--- src/rtl/byte_word_packer.sv ---
// byte_word_packer: collects NUM_BYTES_IN-byte chunks into NUM_BYTES_OUT-byte
// words and presents them on a registered valid/ready output with a byte count.
// A chunk flagged with in_last flushes a partial word, aligned to the end the
// first chunk occupies, with the unused bytes zero.

module byte_word_packer #(
  parameter int MSB           = 1,
  parameter int NUM_BYTES_IN  = 1,
  parameter int NUM_BYTES_OUT = 4
) (
  input  logic                             clk,
  input  logic                             n_rst,
  input  logic                             in_valid,
  output logic                             in_ready,
  input  logic [NUM_BYTES_IN*8-1:0]        in_data,
  input  logic                             in_last,
  output logic                             out_valid,
  input  logic                             out_ready,
  output logic [NUM_BYTES_OUT*8-1:0]       out_data,
  output logic [$clog2(NUM_BYTES_OUT):0]   out_count,
  output logic                             out_last
);

  localparam int K    = NUM_BYTES_OUT / NUM_BYTES_IN;
  localparam int CW   = NUM_BYTES_IN * 8;
  localparam int OW   = NUM_BYTES_OUT * 8;
  localparam int CNTW = $clog2(K) + 1;
  localparam int OCW  = $clog2(NUM_BYTES_OUT) + 1;

  // The shift datapath only makes sense when a word is a whole number (>1) of chunks.
  generate
    if ((NUM_BYTES_IN < 1) || (NUM_BYTES_OUT <= NUM_BYTES_IN) ||
        ((NUM_BYTES_OUT % NUM_BYTES_IN) != 0)) begin : g_bad_params
      $fatal(1, "byte_word_packer: NUM_BYTES_OUT must be a multiple of NUM_BYTES_IN and larger than it");
    end
  endgenerate

  typedef enum logic [0:0] {
    EMPTY   = 1'b0,
    FILLING = 1'b1
  } state_t;

  state_t          state;
  state_t          state_next;
  logic [CNTW-1:0] count;
  logic [CNTW-1:0] count_next;
  logic [OW-1:0]   coll;
  logic [OW-1:0]   coll_next;
  logic [OW-1:0]   coll_shift;
  logic [OW-1:0]   word_next;
  logic [OCW-1:0]  count_word;
  logic            accept;
  logic            take;
  logic            complete;
  int              pad_bits;

  // Input only stalls while a finished word is held by the consumer.
  assign in_ready = ~out_valid | out_ready;
  assign accept   = in_valid & in_ready;
  assign take     = out_valid & out_ready;

  // Shift the incoming chunk into the collection and align a possibly partial word.
  always_comb begin
    coll_shift = coll;
    word_next  = '0;
    pad_bits   = (K - 1 - int'(count)) * CW;
    count_word = OCW'((int'(count) + 1) * NUM_BYTES_IN);
    if (MSB != 0) begin
      coll_shift = {coll[OW-CW-1:0], in_data};
      word_next  = coll_shift << pad_bits;
    end else begin
      coll_shift = {in_data, coll[OW-1:CW]};
      word_next  = coll_shift >> pad_bits;
    end
  end

  // Collection FSM: decide completion and the next chunk count/collection contents.
  always_comb begin
    state_next = state;
    count_next = count;
    coll_next  = coll;
    complete   = 1'b0;
    case (state)
      EMPTY: begin
        if (accept) begin
          if (in_last) begin
            complete   = 1'b1;
            state_next = EMPTY;
            count_next = '0;
            coll_next  = '0;
          end else begin
            state_next = FILLING;
            count_next = CNTW'(1);
            coll_next  = coll_shift;
          end
        end else begin
          state_next = EMPTY;
        end
      end
      FILLING: begin
        if (accept) begin
          if (in_last || (count == CNTW'(K - 1))) begin
            complete   = 1'b1;
            state_next = EMPTY;
            count_next = '0;
            coll_next  = '0;
          end else begin
            state_next = FILLING;
            count_next = count + CNTW'(1);
            coll_next  = coll_shift;
          end
        end else begin
          state_next = FILLING;
        end
      end
      default: begin
        state_next = EMPTY;
        count_next = '0;
        coll_next  = '0;
      end
    endcase
  end

  // State register for the collection FSM and its chunk counter / collection.
  always_ff @(posedge clk) begin
    if (!n_rst) begin
      state <= EMPTY;
      count <= '0;
      coll  <= '0;
    end else begin
      state <= state_next;
      count <= count_next;
      coll  <= coll_next;
    end
  end

  // Output register: load on completion, drop valid on a take, otherwise hold.
  always_ff @(posedge clk) begin
    if (!n_rst) begin
      out_valid <= 1'b0;
      out_data  <= '0;
      out_count <= '0;
      out_last  <= 1'b0;
    end else if (complete) begin
      out_valid <= 1'b1;
      out_data  <= word_next;
      out_count <= count_word;
      out_last  <= in_last;
    end else if (take) begin
      out_valid <= 1'b0;
    end else begin
      out_valid <= out_valid;
    end
  end

endmodule
--- config.mk ---
export PLATFORM = sky130hd
export DESIGN_NAME = byte_word_packer
export DESIGN_NICKNAME = d
export VERILOG_FILES = /design/src/rtl/byte_word_packer.sv
export SDC_FILE = /design/constraint.sdc
export NUM_CORES = 1
export LEC_CHECK = 0
export BUFFER_PORTS_ARGS = -buffer_cell sky130_fd_sc_hd__buf_4
export CAP_MARGIN = 30
export CORE_ASPECT_RATIO = 0.7
export CORE_MARGIN = 2
export CORE_UTILIZATION = 34
export CTS_BUF_LIST = sky130_fd_sc_hd__clkbuf_16
export CTS_CLUSTER_DIAMETER = 50
export DETAILED_ROUTE_END_ITERATION = 10
export PLACE_DENSITY_LB_ADDON = 0.1
export SETUP_SLACK_MARGIN = 0.02
export SLEW_MARGIN = 20
export SYNTH_ARGS = -nofsm -noshare
export SYNTH_HDL_FRONTEND = slang
export SYNTH_SLANG_ARGS = --single-unit
--- constraint.sdc ---
create_clock -name clk -period 2.6 [get_ports clk]
set_clock_uncertainty 0.05 [all_clocks]
set_input_delay 0.52 -clock clk [delete_from_list [all_inputs] [get_ports clk]]
set_output_delay 0.52 -clock clk [all_outputs]
set_load 0.03 [all_outputs]
==> summary.txt, run 1 <==
Pwr
  • Int Pwr: 1940 µW
  • Sw power: 621.9 µW
  • Comb pwr share: a little under a tenth
  • Seq pwr share: 40.3%
  • Peak VDD IR: ~0.3 mV
  • Sw Share: between 20% and 30%
  • Clk pwr share: 50.3%
  • PwrDens: 690.4 nW/µm²
  • Overall Power: 2562 µW
  • Leakage power: 0.001391 µW

Timing
  • Max Slew Vio Count: 0
  • RSZ-0062 raised after global routing: false
  • Fin crit period: about 1.9 ns
  • Slew @ Worst Pin: between 0.6 and 0.7 ns
  • Period utilisation layout: between 70 and 80%
  • Fmax: between 500 and 600 MHz
  • Worst rel slew slack: approximately three fifths
  • Final worst slack: 0.6684 ns
  • Final-report setup violation count: 0
  • Sum Neg Setup Slack: 0 ns
  • Hold Violations, Final: 0

Clocking
  • Clk root buf: clkbuf_16
  • CTS tree: yes
  • Hold Buf Count CTS: 0
  • Clock sink count: 65
  • Worst-skew pair later-pin latency: 0.32 ns
  • Post-CTS setup buffer count: 0
  • CTS H-tree depth: 3
  • Num CTS Buffers: 9
  • CTS-repair resized insts: 0
  • Clk slew on worst S/H paths: 0.05 ns
  • CTS max path bufs: 2

Cells and area
  • Most frequent cells in the layout: 65 x dfxtp_1, 61 x buf_4, 33 x a21oi_1, 32 x nand2_1, 27 x o21ai_0
  • Synthesis-to-finish area growth: 24.73%
  • Reg area: 1301 µm²
  • Commonest non-fill, non-tap cell in the layout: dfxtp_1
  • Final net count: roughly 370
  • # fillers: 872
  • Layout cells sized above 1: 30.19%
  • # diodes: 0
  • Multi-input gate area: 1464 µm²

Placed design
  • Post-Place Worst Slack: 0.5992 ns
  • RD Place Congestion: just under 0.8
  • Input/output buffers: 50
  • Dpl hpwl: 5629 µm

Floorplanning
  • Row count: 28
  • Placeable core area: between 8000 and 9000 µm²
  • Die Height: around 82 µm
  • Horizontal die dimension: 115.8 µm
  • Starting density of the core: 35.09%
  • Die ar.: ~9500 µm²
  • I/O pin count: 51

Detailed routing
  • 1st-pass router iterations: 5
  • WL/cell: between 15 and 20 µm
  • Final WL: 8533 µm
  • DR vias: about 2600
  • Number of remaining DRC errors: 0
  • Routed Antenna Nets: 0
  • Initial DRC count: 197
  • DR vias/cell: 5.372

Global route
  • Residual overflow from global routing: 0
  • Initial antenna violation count: 0
  • Largest net degree at the start of global routing: 37
  • Global-route wire length before repair: 13500 µm
  • Total global-route track usage: between 10% and 20%
  • Number of global-route vias before repair: 2430

Setup path
  • Worst setup SP type: register
  • WP data required: 2.80 ns
  • CP Class: reg -> reg
  • CP arrival: 2.13 ns
  • Worst setup EP type: register
  • CP Max Fanout: 11

Job
  • MaxCap Viol Count: 0

Yosys
  • Number of distinct library cells after synthesis: 38
  • Seq/Total Area, Yosys: a little over two fifths
  • Area contributors post-synth: dfxtp_1 44%, mux2_2 9.1%, a21oi_1 5.6%
  • Avg Cell Area, Syn: 9.356 µm²
  • Mapped Area: 2975 µm²
  • Cells after synthesis: around 320
  • Yosys top cell area share: 43.73%
  • Synth Flop Type: dfxtp_1
  • Syn. warnings: 0
  • Post-synth ARST share: 0%
  • Post-synth EDFFs: 0
  • Synth Net Count: 333
  • Post-synth top area cell: dfxtp_1
  • Synthesis-stage register bit count: 65

Worst hold path
  • Hold crit path type: in -> reg

Status
  • Outcome: complete, no violations
[logic make-up after synthesis]
family / after synthesis / synth area share [%]
and+or+nand+nor: 74 / 14.55
buffers and inverters: 38 / 7.148
DFF: 65 / 43.73
muxes: 32 / 11.77
AOI/OAI and AO/OA: 107 / 21.95
adders and majority gates: 2 / 0.8409
[cell type report]
class	count	area share, %
clock buffer	9	6.069
clock inverter	7	2.562
inverter	4	0.4720
multi-input combinational	215	39.45
sequential	65	35.06
tap	120	4.046
timing repair buffer	61	12.34
[per-layer routing]
layer	vias up	track usage [%]	wire, µm
met4	0	4.643	68
met3	5	6.496	521
met1	1237	26.93	4307
met5	-	0	0
li1	1275	-	-
met2	67	27.54	3637
[power by group through the flow]
stage	logic [µW]	registers, µW	clock network [µW]
2_1_floorplan	140	1080	0
3_3_place_gp	240	1050	0
3_5_place_dp	240	1050	0
4_1_cts	241	1030	1320
5_1_grt	259	1030	1370
6_report	240	1030	1290
[flip-flops by register name (all words and copies together), names as in the netlist]
signal / cells
out_data: 32
coll: 24
count: 3
out_count: 3
out_last: 1
out_valid: 1
state: 1
[metrics by stage]
step / area, µm² / hold WS (ns) / utilization, % / cells
CTS: 3711 / 0.3733 / 43.77 / 481
floorplan: 2975 / 0.3960 / - / 318
finish: 3711 / 0.3825 / 43.77 / 481
global placement: 3391 / 0.4009 / 39.99 / 465
global route: 3711 / 0.3915 / 43.77 / 481
detailed placement: 3391 / 0.4085 / 39.99 / 465
[worst paths after layout]
path,startpoint,to,slack [ns],cells past startpoint
worst min-delay path,in_data[4],out_data[4],0.38,2
worst max-delay path,count[2],coll[11],0.67,6
worst max register to register,count[2],coll[11],0.67,6
worst min register to register,out_data[14],out_data[14],0.41,2
[cells in the mapped netlist, types with 2 or more instances]
cell type  number
a21oi_1        33
a22oi_1        16
a32o_1          8
buf_1           2
buf_2           9
buf_4           2
buf_6           5
clkbuf_1       15
dfxtp_1        65
ha_1            2
inv_1           2
mux2_2         24
mux2i_1         8
nand2_1        32
nand3_1         2
nand4_1        26
nand4b_1        2
nor2b_1         2
o21ai_0        27
o22ai_1        16
o31ai_1         3
[critical path, cell delays in order (launching register included)]
cell and delay, ns:
dfxtp_1 0.41, inv_1 0.07, ha_1 0.23, a21oi_2 0.52, buf_4 0.30, nand4_1 0.11, a21oi_1 0.17
(Power assumes the default switching activity.)
==> inputs of run 2 (changes only) <==
- clock period: 2.6 -> 1.56 ns (I/O delays scaled with it)
==> run 2 against run 1 <==
The run now ends with negative setup slack left; highest routed layer unchanged; register-to-register slack lost 0.70 ns; fmax grew 21%; global-route usage grew 1.7 points; largest cell class unchanged; core utilization grew 3.9 points.
==> summary.txt, run 2 (synthesis gave the netlist of run 1 again) <==
Global route
  • GR peak layer: met2
  • Residual overflow from global routing: 0 (unchanged)
  • Largest net degree at the start of global routing: 34 (-8.1%)
  • Number of global-route vias before repair: 2645 (+8.8%)
  • GR Layer Usage met3: 5.255% (-1.2 points)
  • Initial antenna violation count: 0 (unchanged)
  • Global-route wire length before repair: 14840 µm (+9.9%)
  • Met1 usage: 29.97% (+3.0 points)
  • Met2 usage: 30.06% (+2.5 points)
  • Total global-route track usage: 20.65% (+1.7 points)

Timing
  • Slew @ Worst Pin: 0.3516 ns (-0.2732 ns)
  • Hold Violations, Final: 0 (unchanged)
  • Period utilisation layout: 102.0% (+28 points)
  • WHS: 0.1779 ns (-0.2046 ns)
  • Final worst slack: -0.03042 ns (-0.6988 ns)
  • RSZ-0062 raised after global routing: true
  • Final-report setup violation count: 9 (+9)
  • Worst rel slew slack: 76.53% (+19 points)
  • Fmax: 628.8 MHz (+21%)
  • Max Slew Vio Count: 0 (unchanged)
  • Fin crit period: 1.590 ns (-0.3412 ns)
  • Sum Neg Setup Slack: -0.06457 ns (-0.06457 ns)

Cells and area
  • Layout cells sized above 1: 37.66% (+7.5 points)
  • Design area: 4044 µm² (+9.0%)
  • Final net count: 403 (+8.6%)
  • Commonest non-fill, non-tap cell in the layout: buf_4
  • Synthesis-to-finish area growth: 35.91%
  • # diodes: 0 (unchanged)
  • Regs by FF count: out_data x32, coll x24
  • Most frequent cells in the layout: 88 x buf_4, 63 x dfxtp_1, 32 x nand2_1, 31 x a21oi_1, 27 x o21ai_0
  • Final core occ: 47.70% (+3.9 points)
  • Top reg by flops: out_data
  • Max reg flops: 32 (unchanged)

Setup path
  • Setup slack, reg-to-reg: -0.03 ns (-0.70 ns)
  • CP Class: reg -> reg
  • Reg2reg start: count[0]
  • WP data required: 1.77 ns (-1.03 ns)
  • Worst setup SP type: register
  • CP Max Fanout: 4 (-7)
  • Worst setup EP type: register
  • Worst-case reg-to-reg path depth: 6 (unchanged)
  • Critical-path cell list: ha_4 > ha_4 > a21oi_4 > buf_4 > or4_1 > a21oi_2
  • CP Capture Point: out_count[0]
  • Most common cell on crit path: ha_4
  • Bufs and invs on worst path: 1 (-1)
  • Critical path depth: 6 (unchanged)
  • Delay-heaviest family, CP: simple AND/OR/NAND/NOR gates
  • R2R Path End: out_count[0]
  • CP Launch Point: count[0]
  • Max stage delay on crit path: 0.42 ns (-0.10 ns)
  • Slowest cell on the critical path: or4_1
  • CP arrival: 1.80 ns (-0.33 ns)

Worst hold path
  • HP Start: in_data[5]
  • Hold crit path type: in -> reg

Detailed routing
  • DR vias: 2806 (+8.6%)
  • DR vias/cell: 5.470 (+1.8%)
  • Routed Antenna Nets: 0 (unchanged)
  • 1st-pass router iterations: 5 (unchanged)
  • Number of remaining DRC errors: 0 (unchanged)
  • WL/cell: 18.25 µm (+2.9%)
  • Final WL: 9361 µm (+9.7%)
  • Initial DRC count: 157 (-20%)

Pwr
  • Comb pwr share: 11.0% (+1.6 points)
  • PwrDens: 1074 nW/µm² (+56%)
  • Peak VDD IR: 0.4462 mV (+46%)
  • Sw power: 1064 µW (+71%)
  • Seq pwr share: 39.8% (-0.5 points)
  • Sw Share: 24.50% (+0.22 points)
  • Clk pwr share: 49.2% (-1.1 points)
  • Leakage power: 0.001571 µW (+13%)
  • Int Pwr: 3279 µW (+69%)

Clocking
  • Hold Buf Count CTS: 0 (unchanged)
  • Num CTS Buffers: 9 (unchanged)
  • Clk root buf: clkbuf_16
  • Clk slew on worst S/H paths: 0.06 ns (about the same)
  • Clock sink count: 65 (unchanged)
  • CTS tree: yes
  • CTS max path bufs: 2 (unchanged)
  • CTS H-tree depth: 3 (unchanged)
  • Worst-skew pair later-pin latency: 0.33 ns (about the same)

Floorplanning
  • Placeable core area: 8478 µm² (unchanged)
  • Row count: 28 (unchanged)
  • Die ar.: 9527 µm² (unchanged)
  • Horizontal die dimension: 115.8 µm (unchanged)
  • Die Height: 82.27 µm (unchanged)
  • Starting density of the core: 35.09% (unchanged)
  • I/O pin count: 51 (unchanged)

Status
  • Failing checks: negative setup slack
  • Outcome: finished, violations left

Placed design
  • Dpl hpwl: 6324 µm (+12%)
  • Dpl cell area: 3654 µm² (+7.7%)
  • Input/output buffers: 50 (unchanged)
  • RD Place Congestion: 0.8375 (+7.9%)

Job
  • MaxCap Viol Count: 0 (unchanged)
-- run 2: cell count changes in the layout (fill, tap and decap cells not counted), moves of 2 or more --
cell,change
ha_1,-2
ha_4,+2
clkinvlp_4,-3
a21oi_4,+2
clkinv_2,+2
buf_12,+2
a21oi_1,-2
buf_4,+27
dfxtp_2,+2
dfxtp_1,-2
-- run 2: area by class of cell --
class	instances	area [µm²]
Clock buffer	9	225.2
Clock inverter	7	86.33
Fill cell	843	4434
Inverter	4	17.52
Multi-Input combinational cell	217	1549
Sequential cell	65	1304
Tap cell	120	150.1
Timing Repair Buffer	91	711.9
-- run 2: worst reg2reg max path, cell delays in order, from the launching register on --
cell	delay, ns
dfxtp_2	0.35
ha_4	0.14
ha_4	0.18
a21oi_4	0.09
buf_4	0.16
or4_1	0.42
a21oi_2	0.13
-- run 2: through the flow --
step / total power (µW) / cells / setup WS, ns
floorplan: 2030 / 318 / 0.04101
detailed placement: 2216 / 492 / -0.06876
global route: 4483 / 513 / -0.09219
CTS: 4368 / 513 / -0.01751
global placement: 2214 / 492 / -0.01150
finish: 4343 / 513 / -0.03042
-- run 2: worst min path at each step --
stage / end / depth (start not counted)
3_3_place_gp: out_data[12] / 2
5_1_grt: out_data[0] / 2
4_1_cts: out_data[5] / 2
6_report: out_data[5] / 2
2_1_floorplan: out_data[0] / 1
3_5_place_dp: out_data[10] / 2
-- run 2: repair_timing --
| action | 4_1_cts | 5_1_grt |
|---|---|---|
| pin swaps | 2 | 4 |
| setup buffers | 2 | 0 |
| resized for setup | 6 | 3 |
| cloned | 3 | 0 |
| endpoints found under the setup margin | 44 | 57 |
-- run 2: power groups by stage --
| stage | logic, µW | clock network, µW | registers, µW |
|---|---|---|---|
| after detailed placement | 456 | 0 | 1760 |
| final | 480 | 2140 | 1730 |
| after global routing | 513 | 2240 | 1730 |
| after global placement | 454 | 0 | 1760 |
| after CTS | 476 | 2170 | 1730 |
| after floorplan | 236 | 0 | 1790 |
-- run 2: per-layer routing --
layer  vias to the layer above  wire length [µm]
li1                       1346                 -
met1                      1347              4508
met2                        99              4031
met3                        14               660
met4                         0               159
met5                         -                 0
==> inputs of run 3 (changes only) <==
- TNS_END_PERCENT: not set -> 5
- clock period: 1.56 -> 1.31 ns (I/O delays scaled with it)
==> run 3 against run 2 <==
The flow still finishes with violations (negative setup slack); critical path depth grew 1; worst hold slack lost 0.049 ns; fmax grew 1.3%; core utilization grew 3.7 points; cell count grew 2.9%; non-clock buffer count grew 15; global-route usage grew 0.33 points; count of clock-buffer cells in the layout is the same; clock power grew 39%; via count grew 2.0%; first-iteration DRC count grew 16%; critical endpoint is now out_data[10].
==> summary.txt, run 3 (synthesis gave the netlist of run 1 again) <==
Status
  • Outcome: finished, violations left
  • Failing checks: negative setup slack

Global route
  • Initial antenna violation count: 0 (unchanged)
  • Number of global-route vias before repair: 2613 (-1.2%)
  • Global-route wire length before repair: 14860 µm (about the same)
  • Total global-route track usage: 20.98% (+0.33 points)
  • Residual overflow from global routing: 0 (unchanged)
  • Largest net degree at the start of global routing: 33 (-2.9%)

Setup path
  • Max stage delay on crit path: 0.36 ns (-0.06 ns)
  • Critical-path cell list: ha_4 > ha_4 > a21o_1 > buf_6 > nand3_4 > buf_12 > mux2i_1
  • CP arrival: 1.78 ns (-0.02 ns)
  • Worst setup SP type: register
  • Setup slack, reg-to-reg: -0.26 ns (-0.23 ns)
  • Worst setup EP type: register
  • Reg2reg start: count[0]
  • Most common cell on crit path: ha_4
  • Worst-case reg-to-reg path depth: 7 (+1)
  • CP Class: reg -> reg
  • CP Max Fanout: 7 (+3)
  • Slowest cell on the critical path: dfxtp_4
  • R2R Path End: out_data[10]
  • WP data required: 1.52 ns (-0.25 ns)

Cells and area
  • # fillers: 811 (-3.8%)
  • # diodes: 0 (unchanged)
  • Synthesis-to-finish area growth: 46.34%
  • Regs by FF count: out_data x32, coll x24
  • Commonest non-fill, non-tap cell in the layout: buf_4
  • Final net count: 418 (+3.7%)
  • Max reg flops: 32 (unchanged)
  • Layout cells sized above 1: 42.40% (+4.7 points)
  • Top reg by flops: out_data
  • Most frequent cells in the layout: 91 x buf_4, 62 x dfxtp_1, 32 x nand2_1, 30 x a21oi_1, 27 x o21ai_0

Clocking
  • Clock sink count: 65 (unchanged)
  • CTS tree: yes
  • Worst-skew pair later-pin latency: 0.33 ns (about the same)
  • Hold Buf Count CTS: 0 (unchanged)
  • Clk root buf: clkbuf_16
  • Clk slew on worst S/H paths: 0.06 ns (about the same)
  • CTS H-tree depth: 3 (unchanged)
  • Num CTS Buffers: 9 (unchanged)
  • CTS max path bufs: 2 (unchanged)

Timing
  • Max Slew Vio Count: 0 (unchanged)
  • Slew @ Worst Pin: 0.4194 ns (+0.06778 ns)
  • Fin crit period: 1.570 ns (-0.02074 ns)
  • WHS: 0.1284 ns (-0.04948 ns)
  • Final worst slack: -0.2597 ns (-0.2293 ns)
  • Fmax: 637.1 MHz (+1.3%)
  • Sum Neg Setup Slack: -13.50 ns (-13.44 ns)
  • Hold Violations, Final: 0 (unchanged)
  • Final-report setup violation count: 65 (+56)
  • Period utilisation layout: 119.8% (+18 points)
  • RSZ-0062 raised after global routing: true
  • Worst rel slew slack: 71.95% (-4.6 points)

Detailed routing
  • Number of remaining DRC errors: 0 (unchanged)
  • Initial DRC count: 182 (+16%)
  • DR vias: 2862 (+2.0%)
  • Final WL: 9615 µm (+2.7%)
  • DR vias/cell: 5.420 (-0.90%)
  • 1st-pass router iterations: 4 (-1)
  • WL/cell: 18.21 µm (-0.20%)
  • Routed Antenna Nets: 0 (unchanged)

Placed design
  • RD Place Congestion: 0.8197 (-2.1%)
  • Post-Place Worst Slack: -0.2692 ns (-0.2004 ns)
  • Input/output buffers: 50 (unchanged)
  • Dpl hpwl: 6445 µm (+1.9%)

Pwr
  • PwrDens: 1302 nW/µm² (+21%)
  • Sw power: 1315 µW (+24%)
  • Int Pwr: 4354 µW (+33%)
  • Leakage power: 0.001698 µW (+8.1%)
  • Clk pwr share: 52.6% (+3.4 points)
  • Seq pwr share: 36.2% (-3.6 points)
  • Sw Share: 23.20% (-1.3 points)
  • Overall Power: 5669 µW (+31%)
  • Peak VDD IR: 0.6844 mV (+53%)
  • Comb pwr share: 11.2% (+0.2 points)

Floorplanning
  • I/O pin count: 51 (unchanged)
  • Starting density of the core: 35.09% (unchanged)
  • Die ar.: 9527 µm² (unchanged)
  • Die Height: 82.27 µm (unchanged)
  • Placeable core area: 8478 µm² (unchanged)
  • Horizontal die dimension: 115.8 µm (unchanged)
  • Row count: 28 (unchanged)

Worst hold path
  • Number of stages on the worst hold path: 2 (unchanged)
  • Hold crit path type: in -> reg
  • HP Start: in_data[5]
  • Hold EP: out_data[5]

Job
  • MaxCap Viol Count: 0 (unchanged)
-- run 3: repair_timing --
action	4_1_cts	5_1_grt
gates cloned	2	3
setup endpoints to repair	65	65
hold endpoints to repair	0	0
gates resized for setup	14	16
pin swaps	8	18
buffers inserted	3	0
-- run 3: power by group through the flow --
stage                     Clock (µW)  Combinational [µW]  Sequential, µW
final                           2980                 637            2050
after floorplan                    0                 282            2140
after CTS                       3010                 613            2050
after global placement             0                 575            2090
after global routing            3090                 680            2060
after detailed placement           0                 573            2090
-- run 3: worst max-delay path: cells and delay by family, from the launching register on --
family	cells	cell delay (ns)
AND/OR/NAND/NOR	1	0.12
buffers and inverters	2	0.27
adder cells (fa/ha/maj)	2	0.33
AO/OA/AOI/OAI	1	0.18
flip-flops	1	0.36
multiplexers	1	0.18
-- run 3: area by class of cell --
| cell class | instances | area [µm²] | area share (%) |
|---|---|---|---|
| Multi-Input combinational cell | 217 | 1603 | 36.81 |
| Tap cell | 120 | 150.1 | 3.448 |
| Clock inverter | 7 | 141.4 | 3.247 |
| Inverter | 4 | 17.52 | 0.4023 |
| Sequential cell | 65 | 1308 | 30.03 |
| Clock buffer | 9 | 225.2 | 5.172 |
| Timing Repair Buffer | 106 | 909.6 | 20.89 |
-- run 3: routing by layer --
layer	global-route usage, %	wire, µm	vias to the layer above
li1	-	-	1369
met2	30.64	4113	87
met4	5.714	103	0
met1	30.95	4895	1395
met5	0	0	-
met3	4.745	502	11
-- run 3: how the worst max path moves through the flow --
stage	startpoint	to	slack, ns	cells past startpoint
final	count[0]	out_data[10]	-0.26	7
after global routing	count[0]	out_data[10]	-0.32	7
after CTS	count[0]	coll[20]	-0.25	6
after detailed placement	count[0]	out_data[18]	-0.27	7
after global placement	count[0]	out_data[17]	-0.24	7
after floorplan	count[1]	out_data[7]	-0.17	6
-- run 3: through the flow --
stage	util, %	area [µm²]	cells
after floorplan	-	3014	318
after global placement	44.60	3781	504
after detailed placement	44.60	3781	504
after CTS	50.35	4269	525
after global routing	51.36	4354	528
final	51.36	4354	528
